## config.mk

```make
export PLATFORM = sky130hd
export DESIGN_NAME = mux4_arbiter
export DESIGN_NICKNAME = d
export VERILOG_FILES = /design/src/rtl/mux4_arbiter.sv
export SDC_FILE = /design/constraint.sdc
export NUM_CORES = 1
export LEC_CHECK = 0
export CAP_MARGIN = 20
export CORE_MARGIN = 1
export CORE_UTILIZATION = 38
export CTS_BUF_LIST = sky130_fd_sc_hd__clkbuf_8
export DETAILED_ROUTE_END_ITERATION = 10
export HOLD_SLACK_MARGIN = 0.12
export MAX_ROUTING_LAYER = met4
export PLACE_DENSITY = 0.84
export SLEW_MARGIN = 20
export SYNTH_ARGS = -nofsm -noshare
export SYNTH_HDL_FRONTEND = slang
export SYNTH_SLANG_ARGS = --single-unit
```

## constraint.sdc

```tcl
create_clock -name clk_i -period 2.1 [get_ports clk_i]
set_input_delay 0.21 -clock clk_i [delete_from_list [all_inputs] [get_ports clk_i]]
set_output_delay 0.21 -clock clk_i [all_outputs]
set_load 0.1 [all_outputs]
```

## src/rtl/mux4_arbiter.sv

```systemverilog
// -----------------------------------------------------------------------------
// mux4_arbiter
//
// Round-robin arbiter that shares one 4-input data mux between four
// requesters. Exactly one requester is granted at a time. Each tenure is
// bounded by MAX_HOLD cycles whenever someone else is waiting. Every tenure
// is followed by one dead TURN cycle, so two grants never overlap.
//
// Parameters
//   DATA_WIDTH  : width of each data input and of data_o
//   SELECT_SIZE : width of select_o (2 for four requesters)
//   MAX_HOLD    : maximum consecutive granted cycles per tenure (1..255)
//
// Ports
//   clk_i     in   clock, rising edge active
//   reset_i   in   asynchronous, active-high reset
//   req_i     in   request line per requester (bit n = requester n)
//   dataN_i   in   data word of requester N
//   grant_o   out  one-hot grant, all zero when nobody is granted (registered)
//   select_o  out  index of the current or last granted requester (registered)
//   valid_o   out  high while a grant is active (registered)
//   data_o    out  granted requester's data, zero when valid_o is low
//                  (combinational from the registered select/valid)
// -----------------------------------------------------------------------------
module mux4_arbiter #(
  parameter int DATA_WIDTH  = 16,
  parameter int SELECT_SIZE = 2,
  parameter int MAX_HOLD    = 8
) (
  input  logic                   clk_i,
  input  logic                   reset_i,
  input  logic [3:0]             req_i,
  input  logic [DATA_WIDTH-1:0]  data0_i,
  input  logic [DATA_WIDTH-1:0]  data1_i,
  input  logic [DATA_WIDTH-1:0]  data2_i,
  input  logic [DATA_WIDTH-1:0]  data3_i,
  output logic [3:0]             grant_o,
  output logic [SELECT_SIZE-1:0] select_o,
  output logic                   valid_o,
  output logic [DATA_WIDTH-1:0]  data_o
);

  typedef enum logic [1:0] {
    ST_IDLE  = 2'd0,
    ST_GRANT = 2'd1,
    ST_TURN  = 2'd2
  } state_e;

  // Last value the hold counter may reach inside one tenure.
  localparam logic [7:0] HOLD_LAST = 8'(MAX_HOLD - 1);

  state_e                 state_q, state_d;
  logic [3:0]             grant_q, grant_d;
  logic [SELECT_SIZE-1:0] select_q, select_d;
  logic                   valid_q, valid_d;
  logic [SELECT_SIZE-1:0] ptr_q, ptr_d;
  logic [7:0]             cnt_q, cnt_d;

  // Round-robin search results.
  logic [SELECT_SIZE-1:0] cand;
  logic [SELECT_SIZE-1:0] winner;
  logic                   found;

  // Someone other than the current owner is waiting. grant_q is one-hot on
  // the owner during GRANT, so masking it out leaves only the competitors.
  logic                   others_pending;
  logic                   hold_full;

  assign others_pending = |(req_i & ~grant_q);
  assign hold_full      = (cnt_q == HOLD_LAST);

  // First set request bit searching ptr, ptr+1, ... with 2-bit wrap.
  always_comb begin
    // NOTE: every variable written in a combinational block gets a default
    // first; a path that skips an assignment would otherwise infer a latch.
    found  = 1'b0;
    winner = ptr_q;
    cand   = ptr_q;
    for (int i = 0; i < 4; i++) begin
      cand = ptr_q + SELECT_SIZE'(i);
      if (!found && req_i[cand]) begin
        found  = 1'b1;
        winner = cand;
      end
    end
  end

  // Next-state and registered-output logic.
  always_comb begin
    state_d  = state_q;
    grant_d  = grant_q;
    select_d = select_q;
    valid_d  = valid_q;
    ptr_d    = ptr_q;
    cnt_d    = cnt_q;

    unique case (state_q)
      ST_IDLE: begin
        if (found) begin
          state_d  = ST_GRANT;
          select_d = winner;
          grant_d  = 4'b0001 << winner;
          valid_d  = 1'b1;
          cnt_d    = '0;
        end
      end

      ST_GRANT: begin
        if (!req_i[select_q] || (hold_full && others_pending)) begin
          // Release: the pointer moves past the owner so it goes last next
          // round; select keeps pointing at the previous owner.
          state_d = ST_TURN;
          grant_d = '0;
          valid_d = 1'b0;
          ptr_d   = select_q + SELECT_SIZE'(1);
          cnt_d   = '0;
        end else if (!hold_full) begin
          cnt_d = cnt_q + 8'd1;
        end
        // Otherwise nobody else is waiting: keep the grant, cnt saturated.
      end

      ST_TURN: begin
        state_d = ST_IDLE;
      end

      default: begin
        state_d = ST_IDLE;
        grant_d = '0;
        valid_d = 1'b0;
      end
    endcase
  end

  always_ff @(posedge clk_i or posedge reset_i) begin
    if (reset_i) begin
      state_q  <= ST_IDLE;
      grant_q  <= '0;
      select_q <= '0;
      valid_q  <= 1'b0;
      ptr_q    <= '0;
      cnt_q    <= '0;
    end else begin
      // NOTE: state registers use non-blocking assignments so every flop
      // samples the pre-edge values regardless of statement order.
      state_q  <= state_d;
      grant_q  <= grant_d;
      select_q <= select_d;
      valid_q  <= valid_d;
      ptr_q    <= ptr_d;
      cnt_q    <= cnt_d;
    end
  end

  // Shared data mux, forced to zero while nobody is granted.
  always_comb begin
    data_o = '0;
    if (valid_q) begin
      unique case (select_q)
        2'd0:    data_o = data0_i;
        2'd1:    data_o = data1_i;
        2'd2:    data_o = data2_i;
        default: data_o = data3_i;
      endcase
    end
  end

  assign grant_o  = grant_q;
  assign select_o = select_q;
  assign valid_o  = valid_q;

endmodule

```

Word-level counts from Yosys, hierarchy flattened
Cells that the tools add are included.
- flip-flop bits (word level): 19
- bits in latches: 0
- RAM bits: 0
- ROM bits: 0
- output and inout bits: 23
- memories: 0
- add/subtract/negate cells: 5
- $mul: 0
- div/mod/pow operators: 0
- order comparisons: 5
- equal/unequal tests: 8
- shifts and indexed selects: 1
- mux-type cells: 32
- bitwise operators: 3
- reductions and logical operators: 18
- operator list (operator ; number):
    one-hot mux 16 bit (3 select lines) ; 1
    two-way mux 8 bit ; 3
    two-way mux 16 bit ; 1
    one-hot mux 8 bit (2 select lines) ; 1
    < comparator 2 x 3 -> 1 bit (second input constant) ; 5
    one-hot mux 4 bit (3 select lines) ; 1
    two-way mux 1 bit ; 11
    binary-select mux 1 bit (select 2 bit) ; 5
    two-way mux 2 bit ; 5
    adder 8 x 1 -> 8 bit (second input constant) ; 1
    equality test 8 x 3 -> 1 bit (second input constant) ; 1
    two-way mux 4 bit ; 2
    AND reduction 2 bit ; 3
    AND reduction 3 bit ; 2
    adder 2 x 1 -> 2 bit (second input constant) ; 2
    adder 2 bit (second input constant) ; 2
    AND 4 bit ; 1
    equality test 2 x 1 -> 1 bit (second input constant) ; 2
    equality test 2 bit (second input constant) ; 2
    logical AND 1 bit ; 4
    logical NOT 1 bit ; 4
    logical NOT 2 bit ; 2
    != test 2 bit (second input constant) ; 2
    inverter 4 bit ; 1
    other kinds (8) ; 8

Depth between registers and ports, before layout
Gate-level depths: netlist (run 1).
- word-level depth: 15
- gate-level depth with buffers: 7
- gate-level depth less buffers: 6

Worst setup path after synthesis (run 1)
No wires, ideal clock.
- path type: reg2out
- start: reg select_q[0] (netlist: select_o[0])
- end: out data_o[10]
- arrival time: 2.674 ns
- setup slack: -0.784 ns
- stages on the path, launching flop included: 6
- cell sequence: dfrtp_1 ha_1 clkbuf_1 a222oi_1 o21ai_0 and2_1
- longest elaborated chain between the ends: 3
- elaborated cells on any way between the ends: 5
- ends and longest elaborated chain (element ; line ; text):
    start, declared ; 54 ; logic [SELECT_SIZE-1:0] select_q, select_d;
    start signal, assigned ; 148 ; select_q <= select_d;
    equality test 2 bit (tied with other cells) ; 159 ; unique case (select_q)
    one-hot mux 16 bit (3 select lines) (*) ; 159 ;
    two-way mux 16 bit (*) ; 158 ; if (valid_q) begin
    end, declared ; 40 ; output logic [DATA_WIDTH-1:0] data_o
Every way passes the cells marked *; elsewhere a longest branch is shown, timed or not.

Worst setup path after layout (run 1)
- start: reg select_q[0] (netlist: select_o[0])
- end: out data_o[4]
Same word-level chain as after synthesis.

==> impl_summary.log, run 1 <==
[metrics] Yosys warnings: 0
[metrics] post-route insts no fill: around 340
[metrics] CP Class: reg2out
[metrics] pin count of the biggest net entering global routing: 33
[metrics] number of optimization iterations in the first detailed-route pass: 7
[metrics] DIE AREA: about 4200 sq um
[metrics] CTS tree: done
[metrics] horizontal die dimension: approximately 65 um
[metrics] routability congestion estimate: ~0.86
[metrics] GRT Overall Usage: approximately 28%
[metrics] CTS clk-pin slew, worst paths: 0.08 ns
[metrics] Post-Syn Area: between 1500 and 2000 sq um
[metrics] routed wire length: between 6 and 7 mm
[metrics] PwrDens: 1950 nW/um^2
[metrics] global routing met2 resource utilization: 49.09%
[metrics] Final Cycle Share: 106.1%
[metrics] fmax: around 450 MHz
[metrics] share of synthesized area occupied by flip-flops and latches: a little under a third
[metrics] placed insts: ~330
[metrics] flop and latch count out of synthesis: 19
[metrics] leading cell type in the layout, fill and taps excluded: sky130_fd_sc_hd__clkdlybuf4s50_1
[metrics] final global-route overflow total: 0
[metrics] utilization after layout: between 70% and 80%
[metrics] worst supply voltage drop on vdd: approximately 1.3 mV
[metrics] Starting DRT DRC Count: ~170
[metrics] Synthesized Nets: ~260
[metrics] number of max-capacitance violations reported: 0
[metrics] initial antenna violation count: 0
[metrics] share of cells above drive strength 1: ~29%
[metrics] length in cells of the worst reg-to-reg path: 5
[metrics] violations in the final reports: setup timing
[metrics] number of fill cells in the layout: 261
[metrics] footprint of the multi-input gates: around 1100 sq um
[metrics] average vias per placed instance: about 5.7
[metrics] initial core utilization: 40.37%
[metrics] critical path arrival: a little over 2 ns
[metrics] number of rows created at floorplan: 22
[metrics] Final ANT Viol Nets: 0
[metrics] busiest grt layer: met2
[metrics] RSZ-0062 raised after global routing: yes
[metrics] sort of element at the start of the critical path: flop
[metrics] category of the worst setup path capture point: primary output
[metrics] count of flip-flops with a built-in enable after synthesis: 0
[metrics] worst setup skew after layout: between 0.004 and 0.005 ns
[metrics] register area: 488.0 sq um
[metrics] met1 usage: between 30 and 40%
[metrics] DRC errors left: 0
[metrics] count of endpoints failing setup in the final report: 14
[metrics] master cell of the clock root buffer: sky130_fd_sc_hd__clkbuf_8
[metrics] CTS Buffer Depth: 2
[metrics] final count of pins violating max slew: 0
[metrics] Setup WS post-layout: -0.1283 ns
[metrics] first-pass GRT wire length: 9.032 mm
[metrics] Buffers on Ports: 92
[metrics] static power due to leakage: approximately 1.2 nW
[metrics] most used cells in the layout excluding fill and tap cells: sky130_fd_sc_hd__clkdlybuf4s50_1, sky130_fd_sc_hd__nand2_1, sky130_fd_sc_hd__buf_4
[metrics] total number of nets in the final design: 366
[metrics] HPWL after detailed placement: 4.343 mm
[metrics] relative slew slack: 50.95%
[metrics] required time at the endpoint of the critical path: ~1.9 ns
[metrics] maximum fanout encountered on the critical timing path: 6
[metrics] maximum level of the CTS H-tree: 1
[metrics] most instantiated flip-flop cell in the synthesis netlist: sky130_fd_sc_hd__dfrtp_1
[metrics] Vias: 1927
[metrics] final hold violation count: 0
[metrics] clock latency on the worst-skew pair: 0.26 ns
[metrics] die height: roughly 65 um
[metrics] fraction of registers with async set or reset after synthesis: 100.0%
[metrics] vias in the first global route: between 1500 and 2000
[metrics] per-instance average area after synthesis: between 8 and 9 sq um
[metrics] post-synthesis instance total: between 150 and 200
[metrics] wire per inst: 18.11 um
[metrics] unique cell type count in the Yosys netlist: 36
[metrics] measured slew at the worst slew-check pin: about 0.73 ns
[metrics] number of top-level pins: between 90 and 100
[metrics] placeable core region: around 3700 sq um
[metrics] post-route minimum period: 2.228 ns
[metrics] CTS buffer count: 3
[metrics] class of the tightest hold or removal check: in2async
[metrics] fraction of met3 tracks used by global routing: under 10%
[metrics] TritonCTS Sinks: 19
[metrics] Antenna diodes: 0
[metrics] outcome: complete, but fails checks
[metrics] Layout area overhead: 95.36%
worst max-delay path, cell delays in order, from the launching register on:
cell and delay, ns:
sky130_fd_sc_hd__dfrtp_4 0.46, sky130_fd_sc_hd__clkinvlp_4 0.15, sky130_fd_sc_hd__ha_4 0.22, sky130_fd_sc_hd__buf_12 0.13, sky130_fd_sc_hd__a222oi_1 0.30, sky130_fd_sc_hd__o21ai_1 0.14, sky130_fd_sc_hd__and2_4 0.18, sky130_fd_sc_hd__buf_12 0.16
worst paths after layout:
path | endpoint | start | slack (ns)
setup / recovery | data_o[4] | select_o[0]$_DFFE_PP0P_ | -0.13
hold / removal | ptr_q[1]$_DFFE_PP0P_ | reset_i | 0.37
setup reg to reg | cnt_q[2]$_DFFE_PP0P_ | select_o[0]$_DFFE_PP0P_ | 0.03
hold reg to reg | grant_o[0]$_DFFE_PP0P_ | grant_o[0]$_DFFE_PP0P_ | 0.52
max in group asynchronous | select_o[0]$_DFFE_PP0P_ | reset_i | 1.20
min in group clk_i | grant_o[0]$_DFFE_PP0P_ | grant_o[0]$_DFFE_PP0P_ | 0.52
report_power, final:
group / switching (mW) / total (mW) / internal, mW
combinational: 2.96 / 4.80 / 1.84
clock: 0.132 / 0.264 / 0.132
sequential: 0.192 / 0.690 / 0.498
total: 3.29 / 5.76 / 2.47
through the flow:
step | TNS, ns | worst slack [ns] | power, mW | area [sq um] | hold WS, ns
after floorplan | 0 | 0.002226 | 3.573 | 1562 | 0.1609
after global placement | -0.1769 | -0.08850 | 5.038 | 2754 | 0.4981
after detailed placement | -0.3466 | -0.1499 | 5.096 | 2754 | 0.4984
after CTS | -0.007346 | -0.007346 | 5.475 | 2854 | 0.3882
after global routing | -2.020 | -0.2020 | 5.964 | 2953 | 0.4617
final | -0.9756 | -0.1283 | 5.759 | 2953 | 0.3661
routing by layer:
layer | part of all wire, % | vias up
li1 | - | 906
met1 | 41 | 920
met2 | 48 | 94
met3 | 9.4 | 7
met4 | 1.1 | 0
met5 | 0 | -
synth_stat cells (all sizes together), types with 4 or more instances:
| cell | count | area (sq um) |
|---|---|---|
| a21oi | 6 | 30.03 |
| a222oi | 16 | 160.2 |
| nand2 | 24 | 90.09 |
| nor2b | 5 | 31.28 |
| clkbuf | 7 | 26.28 |
| o21ai | 27 | 138.9 |
| ha | 5 | 62.56 |
| inv | 9 | 33.78 |
| nor2 | 9 | 33.78 |
| xor2 | 4 | 35.03 |
| and2 | 16 | 100.1 |
| dfrtp | 19 | 475.5 |
| and3 | 4 | 25.02 |
| nand4 | 4 | 25.02 |
flip-flops by register name, summed over array words and instances, names as in the netlist:
signal and cells:
valid_o 1, select_o 2, ptr_q 2, state_q 2, cnt_q 8, grant_o 4
cells by family (layout without fill, tap and decap cells):
logic type / Yosys count / count (layout) / synth area share [%]
buffers and inverters: 17 / 124 / 4.222
XOR/XNOR: 4 / 4 / 2.318
multiplexers: 4 / 4 / 3.725
AO/OA/AOI/OAI: 61 / 61 / 29.06
AND/OR/NAND/NOR: 73 / 73 / 25.08
flip-flops: 19 / 19 / 31.46
adder cells (fa/ha/maj): 5 / 5 / 4.139
area by class of cell:
type | count | share of cell area (%)
timing repair buffer | 111 | 42.20
multi-input combinational | 147 | 36.31
sequential | 19 | 16.53
tap | 48 | 2.034
clock buffer | 3 | 1.398
inverter | 9 | 1.356
clock inverter | 1 | 0.1695
repair_timing:
item | in CTS | in global routing
pin swaps | 2 | 15
gates resized for setup | 13 | 27
setup buffers | 1 | 6
hold buffers | 0 | 0
setup endpoints to repair | 16 | 19
Note: power is estimated with default switching activity, not from simulation.
==> inputs of run 2 (changes only) <==
- PLACE_DENSITY: 0.84 -> 0.93
==> impl_summary.log, run 2 (synthesized netlist as in run 1, its figures left out) <==
[metrics] Final Cycle Share: 102.1% (was 106.1%)
[metrics] routed wire length: 6.566 mm (was 6.122 mm)
[metrics] DRC errors left: 0 (unchanged)
[metrics] CTS Buffer Depth: 2 (unchanged)
[metrics] final global-route overflow total: 0 (unchanged)
[metrics] die height: 65.07 um (unchanged)
[metrics] clock latency on the worst-skew pair: 0.25 ns (was 0.26 ns)
[metrics] relative slew slack: 51.43% (was 50.95%)
[metrics] CTS buffer count: 3 (unchanged)
[metrics] number of max-capacitance violations reported: 0 (unchanged)
[metrics] Vias: 2005 (was 1927)
[metrics] HPWL after detailed placement: 4.720 mm (was 4.343 mm)
[metrics] GRT Overall Usage: 32.40% (was 28.45%)
[metrics] first-pass GRT wire length: 10.18 mm (was 9.032 mm)
[metrics] Final ANT Viol Nets: 0 (unchanged)
[metrics] outcome: complete, but fails checks (unchanged)
[metrics] number of rows created at floorplan: 22 (unchanged)
[metrics] Setup WS post-layout: -0.04320 ns (was -0.1283 ns)
[metrics] number of optimization iterations in the first detailed-route pass: 5 (was 7)
[metrics] leading cell type in the layout, fill and taps excluded: sky130_fd_sc_hd__clkdlybuf4s50_1 (unchanged)
[metrics] class of the tightest hold or removal check: in2async (unchanged)
[metrics] max FFs per register: 8 (unchanged)
[metrics] horizontal die dimension: 65.07 um (unchanged)
[metrics] wire per inst: 19.26 um (was 18.11 um)
[metrics] worst setup skew after layout: 0.002946 ns (was 0.004671 ns)
[metrics] register with the most flip-flops: cnt_q (unchanged)
[metrics] category of the worst setup path capture point: primary output (unchanged)
[metrics] count of endpoints failing setup in the final report: 6 (was 14)
[metrics] DIE AREA: 4233 sq um (unchanged)
[metrics] number of top-level pins: 93 (unchanged)
[metrics] initial antenna violation count: 0 (unchanged)
[metrics] Layout area overhead: 95.53% (was 95.36%)
[metrics] sort of element at the start of the critical path: flop (unchanged)
[metrics] CTS clk-pin slew, worst paths: 0.07 ns (was 0.08 ns)
[metrics] measured slew at the worst slew-check pin: 0.7278 ns (was 0.7350 ns)
[metrics] final count of pins violating max slew: 0 (unchanged)
[metrics] capture instance of the worst register-to-register path: cnt_q[0]$_DFFE_PP0P_ (was cnt_q[2]$_DFFE_PP0P_)
[metrics] maximum fanout encountered on the critical timing path: 14 (was 6)
[metrics] placeable core region: 3744 sq um (unchanged)
[metrics] PwrDens: 1934 nW/um^2 (was 1950 nW/um^2)
[metrics] static power due to leakage: 1.245 nW (was 1.241 nW)
[metrics] routability congestion estimate: 0.9339 (was 0.8610)
[metrics] violations in the final reports: setup timing (unchanged)
[metrics] average vias per placed instance: 5.880 (was 5.701)
[metrics] pin count of the biggest net entering global routing: 33 (unchanged)
[metrics] post-route minimum period: 2.143 ns (was 2.228 ns)
[metrics] worst supply voltage drop on vdd: 1.539 mV (was 1.350 mV)
[metrics] CTS tree: done (unchanged)
[metrics] length in cells of the worst reg-to-reg path: 6 (was 5)
[metrics] Antenna diodes: 0 (unchanged)
[metrics] number of fill cells in the layout: 237 (was 261)
[metrics] sum of negative setup slack: -0.09229 ns (was -0.9756 ns)
[metrics] most used cells in the layout excluding fill and tap cells: sky130_fd_sc_hd__clkdlybuf4s50_1, sky130_fd_sc_hd__buf_4, sky130_fd_sc_hd__nand2_1 (was sky130_fd_sc_hd__clkdlybuf4s50_1, sky130_fd_sc_hd__nand2_1, sky130_fd_sc_hd__buf_4)
[metrics] RSZ-0062 raised after global routing: yes (unchanged)
[metrics] master cell of the clock root buffer: sky130_fd_sc_hd__clkbuf_8 (unchanged)
[metrics] flop-to-flop setup slack: 0.02 ns (was 0.03 ns)
[metrics] vias in the first global route: 1988 (was 1809)
[metrics] Hold-fix buffers, CTS: 0 (unchanged)
[metrics] Starting DRT DRC Count: 155 (was 172)
[metrics] Buffers on Ports: 92 (unchanged)
[metrics] critical path arrival: 1.93 ns (was 2.02 ns)
[metrics] TritonCTS Sinks: 19 (unchanged)
[metrics] share of cells above drive strength 1: 30.38% (was 28.97%)
[metrics] maximum level of the CTS H-tree: 1 (unchanged)
[metrics] final hold violation count: 0 (unchanged)
[metrics] CP Class: reg2out (unchanged)
[metrics] fmax: 466.6 MHz (was 448.8 MHz)
[metrics] placed insts: 325 (was 327)
[metrics] initial core utilization: 40.37% (unchanged)
[metrics] post-route insts no fill: 341 (was 338)
[metrics] required time at the endpoint of the critical path: 1.89 ns (about the same)
[metrics] launching point of the worst reg2reg path: cnt_q[6]$_DFFE_PP0P_ (was select_o[0]$_DFFE_PP0P_)
[metrics] total number of nets in the final design: 369 (was 366)
## run 2: worst max-delay path: stages, from the launching register on
cell and delay, ns:
sky130_fd_sc_hd__dfrtp_4 0.51, sky130_fd_sc_hd__ha_4 0.23, sky130_fd_sc_hd__a222oi_1 0.45, sky130_fd_sc_hd__o21ai_1 0.14, sky130_fd_sc_hd__and2_4 0.18, sky130_fd_sc_hd__buf_12 0.16
## run 2: power by group
| group | internal (mW) | switching, mW |
|---|---|---|
| sequential | 0.499 | 0.195 |
| clock | 0.132 | 0.119 |
| combinational | 1.81 | 2.96 |
## run 2: worst max path at each step
| stage | end | start | depth (start not counted) |
|---|---|---|---|
| final | data_o[0] | select_o[0]$_DFFE_PP0P_ | 5 |
| after global routing | data_o[5] | select_o[0]$_DFFE_PP0P_ | 7 |
| after CTS | data_o[0] | select_o[0]$_DFFE_PP0P_ | 5 |
| after detailed placement | cnt_q[2]$_DFFE_PP0P_ | req_i[3] | 6 |
| after global placement | cnt_q[2]$_DFFE_PP0P_ | req_i[3] | 6 |
| after floorplan | cnt_q[0]$_DFFE_PP0P_ | grant_o[0]$_DFFE_PP0P_ | 5 |
## run 2: stage by stage
stage | power [mW] | setup slack (ns) | util, % | hold WS (ns) | area (sq um)
4_1_cts | 5.593 | -0.03795 | 77.14 | 0.4151 | 2888
3_3_place_gp | 5.013 | -0.03579 | 73.50 | 0.4950 | 2751
2_1_floorplan | 3.573 | 0.002226 | - | 0.1609 | 1562
5_1_grt | 5.925 | -0.09469 | 78.94 | 0.4829 | 2955
6_report | 5.716 | -0.04320 | 78.94 | 0.3870 | 2955
3_5_place_dp | 5.124 | -0.09162 | 73.50 | 0.4929 | 2751
## run 2: what timing repair did
item | 4_1_cts | 5_1_grt
setup endpoints to repair | 16 | 21
buffers inserted | 7 | 6
pin swaps | 5 | 3
gates cloned | 0 | 0
resized for setup | 21 | 11
## run 2: area by class of cell
cell class	instances	area (sq um)	area share, %
well taps	48	60.06	2.032
inverters	9	36.28	1.228
multi-input cells	147	1076	36.41
repair buffers	114	1249	42.25
clock buffers	3	41.29	1.397
clock inverters	1	5.005	0.1693
flip-flops and latches	19	488.0	16.51
## run 2: metal layers
metal | vias up | track usage [%] | wire, um
li1 | 910 | - | -
met4 | 0 | 8.967 | 194
met2 | 106 | 59.90 | 3279
met5 | - | - | 0
met1 | 971 | 34.83 | 2431
met3 | 18 | 6.514 | 660
==> inputs of run 3 (changes only) <==
- PLACE_DENSITY: 0.93 -> unset
- PLACE_DENSITY_LB_ADDON: unset -> 0.15
==> impl_summary.log, run 3 (synthesized netlist as in run 1, its figures left out) <==
[metrics] horizontal die dimension: 65.07 um (unchanged)
[metrics] final global-route overflow total: 0 (unchanged)
[metrics] number of rows created at floorplan: 22 (unchanged)
[metrics] initial core utilization: 40.37% (unchanged)
[metrics] final hold violation count: 0 (unchanged)
[metrics] hold slack final: 0.3606 ns (was 0.3870 ns)
[metrics] required time at the endpoint of the critical path: 1.89 ns (about the same)
[metrics] vias in the first global route: 1810 (was 1988)
[metrics] total power draw: 5.712 mW (was 5.716 mW)
[metrics] routability congestion estimate: 0.8778 (was 0.9339)
[metrics] CTS buffer count: 3 (unchanged)
[metrics] Layout area overhead: 95.70% (was 95.53%)
[metrics] worst setup skew after layout: 0.003041 ns (was 0.002946 ns)
[metrics] CTS clk-pin slew, worst paths: 0.07 ns (about the same)
[metrics] TritonCTS Sinks: 19 (unchanged)
[metrics] RSZ-0062 raised after global routing: yes (unchanged)
[metrics] number of optimization iterations in the first detailed-route pass: 6 (was 5)
[metrics] flop-to-flop setup slack: 0.10 ns (was 0.02 ns)
[metrics] static power due to leakage: 1.250 nW (was 1.245 nW)
[metrics] initial antenna violation count: 0 (unchanged)
[metrics] violations in the final reports: setup timing (unchanged)
[metrics] CP Class: reg2out (unchanged)
[metrics] post-route minimum period: 2.158 ns (was 2.143 ns)
[metrics] category of the worst setup path capture point: primary output (unchanged)
[metrics] PwrDens: 1931 nW/um^2 (was 1934 nW/um^2)
[metrics] fmax: 463.5 MHz (was 466.6 MHz)
[metrics] worst supply voltage drop on vdd: 1.147 mV (was 1.539 mV)
[metrics] wire per inst: 18.45 um (was 19.26 um)
[metrics] pin count of the biggest net entering global routing: 33 (unchanged)
[metrics] number of buffers and inverters on the critical path: 2 (was 1)
[metrics] max FFs per register: 8 (unchanged)
[metrics] placed insts: 326 (was 325)
[metrics] master cell of the clock root buffer: sky130_fd_sc_hd__clkbuf_8 (unchanged)
[metrics] GRT Overall Usage: 28.35% (was 32.40%)
[metrics] DRC errors left: 0 (unchanged)
[metrics] average vias per placed instance: 5.770 (was 5.880)
[metrics] HPWL after detailed placement: 4.443 mm (was 4.720 mm)
[metrics] stage delay of the slowest cell on the critical path: 0.51 ns (about the same)
[metrics] measured slew at the worst slew-check pin: 0.7162 ns (was 0.7278 ns)
[metrics] most used cells in the layout excluding fill and tap cells: sky130_fd_sc_hd__clkdlybuf4s50_1, sky130_fd_sc_hd__nand2_1, sky130_fd_sc_hd__buf_4 (was sky130_fd_sc_hd__clkdlybuf4s50_1, sky130_fd_sc_hd__buf_4, sky130_fd_sc_hd__nand2_1)
[metrics] CTS Buffer Depth: 2 (unchanged)
[metrics] library cell contributing the largest single delay on the critical path: sky130_fd_sc_hd__dfrtp_4 (unchanged)
[metrics] capture instance of the worst register-to-register path: grant_o[3]$_DFFE_PP0P_ (was cnt_q[0]$_DFFE_PP0P_)
[metrics] critical path arrival: 1.95 ns (was 1.93 ns)
[metrics] length in cells of the worst reg-to-reg path: 5 (was 6)
[metrics] sort of element at the start of the critical path: flop (unchanged)
[metrics] Buffers on Ports: 92 (unchanged)
[metrics] total number of nets in the final design: 367 (was 369)
[metrics] count of endpoints failing setup in the final report: 5 (was 6)
[metrics] maximum fanout encountered on the critical timing path: 8 (was 14)
[metrics] placeable core region: 3744 sq um (unchanged)
[metrics] class of the tightest hold or removal check: in2async (unchanged)
[metrics] final count of pins violating max slew: 0 (unchanged)
[metrics] Vias: 1956 (was 2005)
[metrics] clock latency on the worst-skew pair: 0.26 ns (was 0.25 ns)
[metrics] maximum level of the CTS H-tree: 1 (unchanged)
[metrics] first-pass GRT wire length: 8.907 mm (was 10.18 mm)
[metrics] leading cell type in the layout, fill and taps excluded: sky130_fd_sc_hd__clkdlybuf4s50_1 (unchanged)
[metrics] post-route insts no fill: 339 (was 341)
[metrics] final design area excluding fillers: 2958 sq um (was 2955 sq um)
[metrics] Starting DRT DRC Count: 271 (was 155)
[metrics] outcome: complete, but fails checks (unchanged)
[metrics] cells along the critical path: ha_4 > buf_6 > a222oi_1 > o21ai_1 > and2_4 > buf_12 (was ha_4 > a222oi_1 > o21ai_1 > and2_4 > buf_12)
[metrics] sum of negative setup slack: -0.1620 ns (was -0.09229 ns)
[metrics] routed wire length: 6.255 mm (was 6.566 mm)
[metrics] register with the most flip-flops: cnt_q (unchanged)
[metrics] Antenna diodes: 0 (unchanged)
[metrics] Area after DPL: 2746 sq um (was 2751 sq um)
[metrics] launching point of the worst reg2reg path: cnt_q[6]$_DFFE_PP0P_ (unchanged)
[metrics] share of cells above drive strength 1: 28.87% (was 30.38%)
[metrics] Final ANT Viol Nets: 0 (unchanged)
[metrics] CP top delay family: flip-flops (was compound AO/OA/AOI/OAI gates)
[metrics] Setup WS post-layout: -0.05751 ns (was -0.04320 ns)
[metrics] CTS tree: done (unchanged)
[metrics] number of max-capacitance violations reported: 0 (unchanged)
[metrics] die height: 65.07 um (unchanged)
[metrics] number of fill cells in the layout: 246 (was 237)
[metrics] number of top-level pins: 93 (unchanged)
[metrics] Final Cycle Share: 102.7% (was 102.1%)
[metrics] DIE AREA: 4233 sq um (unchanged)
[metrics] relative slew slack: 52.20% (was 51.43%)
[run 3: changes by cell type in the layout (fill, tap and decap cells not counted), sizes merged]
cell	previous run	this run
buf	45	42
clkbuf	3	4
[run 3: layout make-up]
type	count	area, sq um	share of cell area [%]
Sequential cell	19	488.0	16.50
Multi-Input combinational cell	147	1055	35.66
Tap cell	48	60.06	2.030
Timing Repair Buffer	112	1272	43.02
Inverter	9	36.28	1.227
Clock buffer	3	41.29	1.396
Clock inverter	1	5.005	0.1692
[run 3: timing repair]
action | CTS | global route
gates cloned | 0 | 1
setup buffers | 6 | 2
pin swaps | 5 | 10
hold buffers | 0 | 0
endpoints found under the setup margin | 16 | 16
hold endpoints to repair | 0 | 0
resized for setup | 17 | 17
[run 3: report_power, final]
group	switching, mW	total [mW]	internal [mW]	leakage [nW]
clock	0.124	0.257	0.132	0.0255
sequential	0.191	0.690	0.499	0.241
combinational	2.94	4.77	1.82	0.984
total	3.26	5.71	2.45	1.25
[run 3: stage by stage]
step           utilization, %  setup slack (ns)
5_1_grt                 79.01           -0.1247
3_5_place_dp            73.36          -0.07723
6_report                79.01          -0.05751
4_1_cts                 77.07          -0.01809
2_1_floorplan               -          0.002226
3_3_place_gp            73.36          -0.02175
[run 3: worst max-delay path by stage]
stage                                end  slack, ns  depth (start not counted)                    start
detailed placement  cnt_q[0]$_DFFE_PP0P_      -0.08                          6                 req_i[0]
finish                        data_o[10]      -0.06                          6  select_o[0]$_DFFE_PP0P_
CTS                           data_o[10]      -0.02                          7  select_o[1]$_DFFE_PP0P_
floorplan           cnt_q[0]$_DFFE_PP0P_      0.002                          5   grant_o[0]$_DFFE_PP0P_
global route                  data_o[10]      -0.12                          7  select_o[1]$_DFFE_PP0P_
global placement    cnt_q[0]$_DFFE_PP0P_      -0.02                          6                 req_i[0]
[run 3: worst register-to-register path, cell delays in order (launching register included)]
cell	delay, ns
sky130_fd_sc_hd__dfrtp_1	0.40
sky130_fd_sc_hd__or3_1	0.39
sky130_fd_sc_hd__or4_4	0.44
sky130_fd_sc_hd__o211ai_1	0.26
sky130_fd_sc_hd__nand2_1	0.17
sky130_fd_sc_hd__a32o_1	0.23
[run 3: layer usage]
layer	part of all wire, %	GRT usage [%]	up-vias
met1	41	34.29	914
met5	0	-	-
met4	2.3	8.152	0
met3	8.4	4.225	15
li1	-	-	919
met2	49	48.83	108
